<file path="src/rtl/uart_tx.sv">
// UART transmit stage: 16-entry byte FIFO feeding an 8N1 serializer, LSB first.
// Define UART_TX_PARITY_EN to insert an even-parity bit (8E1 frames).
module uart_tx #(
  parameter int CLKS_PER_BIT = 868,
  parameter int FIFO_AW      = 4
) (
  input  logic       clk,
  input  logic       n_rst,
  input  logic       uout_valid,
  input  logic [7:0] tx_data,
  output logic       tx,
  output logic       tx_busy,
  output logic       fifo_full,
  output logic       overflow
);

  localparam int DEPTH = 1 << FIFO_AW;
  localparam int CW    = (CLKS_PER_BIT > 1) ? $clog2(CLKS_PER_BIT) : 1;
  localparam logic [CW-1:0]    CNT_LAST = CW'(CLKS_PER_BIT - 1);
  localparam logic [FIFO_AW:0] CNT_FULL = (FIFO_AW + 1)'(DEPTH);

`ifdef UART_TX_PARITY_EN
  typedef enum logic [2:0] {IDLE, START, DATA, PARITY, STOP} state_t;
`else
  typedef enum logic [2:0] {IDLE, START, DATA, STOP} state_t;
`endif

  state_t state, state_nx;

  logic [7:0]       mem [DEPTH];
  logic [FIFO_AW:0] wptr, rptr, count;
  logic [7:0]       head;
  logic             push, pop, have_data;

  logic [CW-1:0] cnt, cnt_nx;
  logic [2:0]    bidx, bidx_nx;
  logic [7:0]    shift, shift_nx;
  logic          bit_end;
  logic          tx_nx;

  // FIFO: the full flag comes from the registered count, so a pop in the same
  // cycle never rescues a write that arrives while full.
  assign count     = wptr - rptr;
  assign fifo_full = (count == CNT_FULL);
  assign have_data = (count != '0);
  assign push      = uout_valid && !fifo_full;
  assign head      = mem[rptr[FIFO_AW-1:0]];

  always_ff @(posedge clk) begin
    if (!n_rst) begin
      wptr     <= '0;
      rptr     <= '0;
      overflow <= 1'b0;
    end else begin
      if (push) wptr <= wptr + 1'b1;
      if (pop)  rptr <= rptr + 1'b1;
      if (uout_valid && fifo_full) overflow <= 1'b1;
    end
  end

  always_ff @(posedge clk) begin
    if (push) mem[wptr[FIFO_AW-1:0]] <= tx_data;
  end

  always_ff @(posedge clk) begin
    if (!n_rst) begin
      state <= IDLE;
      cnt   <= '0;
      bidx  <= '0;
    end else begin
      state <= state_nx;
      cnt   <= cnt_nx;
      bidx  <= bidx_nx;
    end
  end

  always_ff @(posedge clk) begin
    shift <= shift_nx;
  end

`ifdef UART_TX_PARITY_EN
  // Parity is captured at load time because the shift register is consumed.
  logic par;
  always_ff @(posedge clk) begin
    if (pop) par <= ^head;
  end
`endif

  always_comb begin
    state_nx = state;
    cnt_nx   = cnt + 1'b1;
    bidx_nx  = bidx;
    shift_nx = shift;
    pop      = 1'b0;
    bit_end  = (cnt == CNT_LAST);
    case (state)
      IDLE: begin
        cnt_nx = '0;
        if (have_data) begin
          pop      = 1'b1;
          shift_nx = head;
          state_nx = START;
        end
      end
      START: begin
        if (bit_end) begin
          cnt_nx   = '0;
          bidx_nx  = '0;
          state_nx = DATA;
        end
      end
      DATA: begin
        if (bit_end) begin
          cnt_nx   = '0;
          shift_nx = {1'b0, shift[7:1]};
          if (bidx == 3'd7) begin
`ifdef UART_TX_PARITY_EN
            state_nx = PARITY;
`else
            state_nx = STOP;
`endif
          end else begin
            bidx_nx = bidx + 1'b1;
          end
        end
      end
`ifdef UART_TX_PARITY_EN
      PARITY: begin
        if (bit_end) begin
          cnt_nx   = '0;
          state_nx = STOP;
        end
      end
`endif
      STOP: begin
        if (bit_end) begin
          cnt_nx = '0;
          if (have_data) begin
            pop      = 1'b1;
            shift_nx = head;
            state_nx = START;
          end else begin
            state_nx = IDLE;
          end
        end
      end
      default: begin
        cnt_nx   = '0;
        state_nx = IDLE;
      end
    endcase
  end

  always_comb begin
    tx_nx = 1'b1;
    case (state)
      START:   tx_nx = 1'b0;
      DATA:    tx_nx = shift[0];
`ifdef UART_TX_PARITY_EN
      PARITY:  tx_nx = par;
`endif
      default: tx_nx = 1'b1;
    endcase
  end

  // Line and busy flag are registered one cycle behind the state.
  always_ff @(posedge clk) begin
    if (!n_rst) begin
      tx      <= 1'b1;
      tx_busy <= 1'b0;
    end else begin
      tx      <= tx_nx;
      tx_busy <= (state != IDLE) || have_data;
    end
  end

endmodule

</file>
<file path="config.mk">
export PLATFORM = sky130hd
export DESIGN_NAME = uart_tx
export DESIGN_NICKNAME = d
export VERILOG_FILES = /design/src/rtl/uart_tx.sv
export SDC_FILE = /design/constraint.sdc
export NUM_CORES = 1
export LEC_CHECK = 0
export CAP_MARGIN = 30
export CORE_MARGIN = 3
export CORE_UTILIZATION = 33
export CTS_CLUSTER_DIAMETER = 150
export DETAILED_ROUTE_END_ITERATION = 16
export PLACE_DENSITY = 0.5
export SYNTH_ARGS = -nofsm -noshare
export SYNTH_HDL_FRONTEND = slang
export SYNTH_SLANG_ARGS = --single-unit
</file>
<file path="constraint.sdc">
create_clock -name clk -period 2.82 [get_ports clk]
set_input_delay 0.564 -clock clk [delete_from_list [all_inputs] [get_ports clk]]
set_output_delay 0.564 -clock clk [all_outputs]
set_load 0.01 [all_outputs]
</file>
==> summary.md, run 1 <==
| Metric | Value |
|---|---|
| Syn Std Cell Area | 6960 sq um |
| RSZ-0062 raised after global routing | true |
| Antenna-violating nets left | 0 |
| P_int | 5.27 mW |
| Largest cells by area after synthesis | edfxtp_1 59%, mux4_2 13%, dfxtp_1 9.2% |
| Port Buffers | 14 |
| Final wirelength | 13.4 mm |
| DIE WIDTH | 151 um |
| Post-synthesis instance total | 405 |
| Post-synthesis net count | 433 |
| Clock transition at the registers of the reported paths | 0.07 ns |
| Largest family of logic cells by synthesized area | multiplexers |
| Die area | 22,900 sq um |
| Actual slew at the worst max-slew pin | 0.726 ns |
| Psw | 2.35 mW |
| Crit path from | rptr[1] |
| Proportion of synthesized area in mux cells | 14.0% |
| Met2 Use GR | 20.0% |
| CTS tree | built |
| Largest net degree at the start of global routing | 33 |
| R2r startpoint | rptr[1] |
| R2R Setup Slk | 0.10 ns |
| Synth Area in XOR/XNOR | 1.87% |
| Leakage power | 2.67 nW |
| GRT Residual Overflow | 0 |
| Final-stage net count | 470 |
| Hold Startpoint | cnt[0] |
| HPWL Detailed | 9.13 mm |
| Yosys synthesis warning count | 0 |
| Clock power frac | 30.2% |
| Ant diodes | 0 |
| Critical Path AT | 2.76 ns |
| Worst hold stages | 1 |
| Root buffer cell | clkbuf_16 |
| Power density cells | 929 nW/um^2 |
| Yosys top cell area share | 58.7% |
| Register area share after synthesis | 67.9% |
| Worst Reg-to-Reg Cells | 8 |
| Multi-input gate area | 2150 sq um |
| # rows | 52 |
| Flop pwr share | 41.1% |
| Async S/R FF share, synth | 0% |
| Layout cells sized above 1 | 25.7% |
| Final Skew | 0.0131 ns |
| Final Wtd Congestion | 0.715 |
| Flops & latches, synth | 168 |
| Status | finished clean |
| Initial antenna violation count | 0 |
| Clock Latency Late Sink | 0.42 ns |
| Area Growth Syn to Fin | 17.7% |
| Post-route minimum period | 2.72 ns |
| CTS H-tree depth | 4 |
| Sw frac | 30.8% |
| Comb power frac | 28.7% |
| Relative slew slack | 51.4% |
| Final setup vio count | 0 |
| CP Launch Type | flop |
| CTS max path bufs | 2 |
| Vias in the first global route | 3,762 |
| CP Class | reg2reg |
| Starting density of the core | 34.0% |
| Total CTS buffers | 17 |
| Setup crit end kind | flop |
| Simple-gate share of the synthesized area | 6.71% |
| Die Y | 151 um |
| Post-synth EDFFs | 136 |
| Design Power | 7.61 mW |
| CP max FO | 8 |
| Syn avg cell area | 17.2 sq um |
| Leading area contributor after synthesis | edfxtp_1 |
| Hold/Removal Path Class | reg2reg |
| Initial drt markers | 207 |
| Final-report hold violation count | 0 |
| Register area | 4730 sq um |
| Filler cell count | 1,866 |
| Hold Buf Count CTS | 0 |
| Main synth FF type | edfxtp_1 |
| Clock sinks | 168 |
| Iteration count of the initial detailed-routing pass | 4 |
| Final slew viol count | 0 |
| Core outline area | 20,500 sq um |
| Tot GR Track Use | 12.7% |
| DRC Markers | 0 |
| Met1 Use GR | 17.6% |
| Period utilisation layout | 96.3% |
| Peak Freq | 0.368 GHz |
| TNS Setup | 0 ns |
| Global routing's busiest layer | met2 |
| Vias per cell | 4.89 |
| Maximum VDD drop | 501 uV |
| IO Pins | 15 |
| Routed wire per std cell | 18.5 um |
| First-pass GRT wire length | 21.5 mm |
| Adder-Cell Fraction of Synth Area | 3.06% |
| Complex-gate fraction of the synthesized area | 4.69% |
| Number of max-cap violations | 0 |
| Vias | 3,542 |
| Synth cell types | 46 |
| Met3 GRT Util | 2.87% |
| Min Hold Slack | 0.451 ns |
| WP data required | 2.87 ns |
## area by class of cell
class	instances	share of cell area, %
repair buffers	35	3.95
inverters	13	0.641
flip-flops and latches	168	57.7
well taps	270	4.12
multi-input cells	207	26.2
clock buffers	17	5.19
clock inverters	15	2.18
## power by group through the flow
stage | Clock, mW | Sequential [mW] | Combinational, mW
after global routing | 2.46 | 3.16 | 2.39
after global placement | 0 | 3.18 | 2.14
after detailed placement | 0 | 3.19 | 2.17
after floorplan | 0 | 3.15 | 1.48
after CTS | 2.36 | 3.14 | 2.19
final | 2.30 | 3.13 | 2.18
## kinds of logic (layout without fill, tap and decap cells)
logic type | after synthesis | count (layout)
DFF | 168 | 168
adders and majority gates | 17 | 17
buffers and inverters | 30 | 80
muxes | 47 | 47
xor gates and xnor gates | 14 | 14
AOI/OAI and AO/OA | 42 | 42
and+or+nand+nor | 87 | 87
## stage by stage
stage	cell area [sq um]	setup WS [ns]	std cells	util, %
floorplan	6960	0.130	405	-
global placement	7530	0.0933	692	36.8
detailed placement	7530	0.0155	692	36.8
CTS	8150	-0.0165	724	39.8
global route	8190	-0.0722	725	40.0
finish	8190	0.104	725	40.0
## path summary, 6_finish.rpt
kind / endpoint
worst max-delay path: mem[6][7]
worst min register to register: cnt[0]
worst max register to register: mem[6][7]
worst min-delay path: cnt[0]
## routing by layer
metal  wire [um]  vias up
met4         155        0
met5           0        -
met1        6400     1835
li1            -     1662
met3         241       13
met2        6580       32
## cell usage in the layout (no fill, tap or decap), drive strengths merged, types with 2 or more instances in the layout
master and count:
clkdlybuf4s50 13, clkinvlp 3, o211a 2, dfxtp 32, nor2 26, mux4 40
nor2b 4, o211ai 2, edfxtp 136, clkbuf 17, o21ai 7, ha 17
buf 21, clkinv 7, nor3 7, xor2 5, a22o 7, nand3 8
a21oi 7, mux2i 7, a211oi 2, xnor2 9, nand4 4, nor4 2
inv 18, or3 3, nand2 16, and2 4, a21boi 9, nand2b 6
and3 3
## worst max-delay path, stage by stage (launching register included)
cell	delay, ns
dfxtp_1	0.34
inv_1	0.05
ha_1	0.28
nor2b_4	0.14
o211a_1	0.25
nor3_2	0.29
o41a_2	0.28
nand2_1	0.14
nor2_1	0.58
## timing repair
item | 4_1_cts | 5_1_grt
pin swaps | 0 | 2
buffers inserted | 0 | 1
gates resized for setup | 7 | 9
endpoints found under the setup margin | 6 | 73
## synthesized netlist by cell type, drive strengths merged (2+ instances only)
library cell,number
xnor2,9
mux4,40
xor2,5
o211ai,2
a22o,7
inv,13
a211oi,2
nor3,7
and3,3
nand2b,6
nor2b,4
o211a,2
nand4,4
o21ai,7
and2,4
ha,17
mux2i,7
buf,11
clkbuf,6
nor2,26
a21boi,9
edfxtp,136
nand3,8
nand2,16
nor4,2
or3,3
a21oi,7
dfxtp,32
## registers in the layout, summed over array words and instances, names as in the netlist, named ones only
name      cells
bidx          3
rptr          5
cnt          10
overflow      1
state         2
shift         8
mem         128
tx            1
tx_busy       1
wptr          5
(Power assumes the default switching activity.)
==> inputs of run 2 (changes only) <==
--- a/config.mk
+++ b/config.mk
@@ -10,6 +10,7 @@
 export CORE_UTILIZATION = 33
 export CTS_CLUSTER_DIAMETER = 150
 export DETAILED_ROUTE_END_ITERATION = 16
+export GPL_ROUTABILITY_DRIVEN = 0
 export PLACE_DENSITY = 0.5
 export SYNTH_ARGS = -nofsm -noshare
 export SYNTH_HDL_FRONTEND = slang
==> results of run 2 <==
Same layout as run 1: the final DEF is identical, and so are final timing and power.
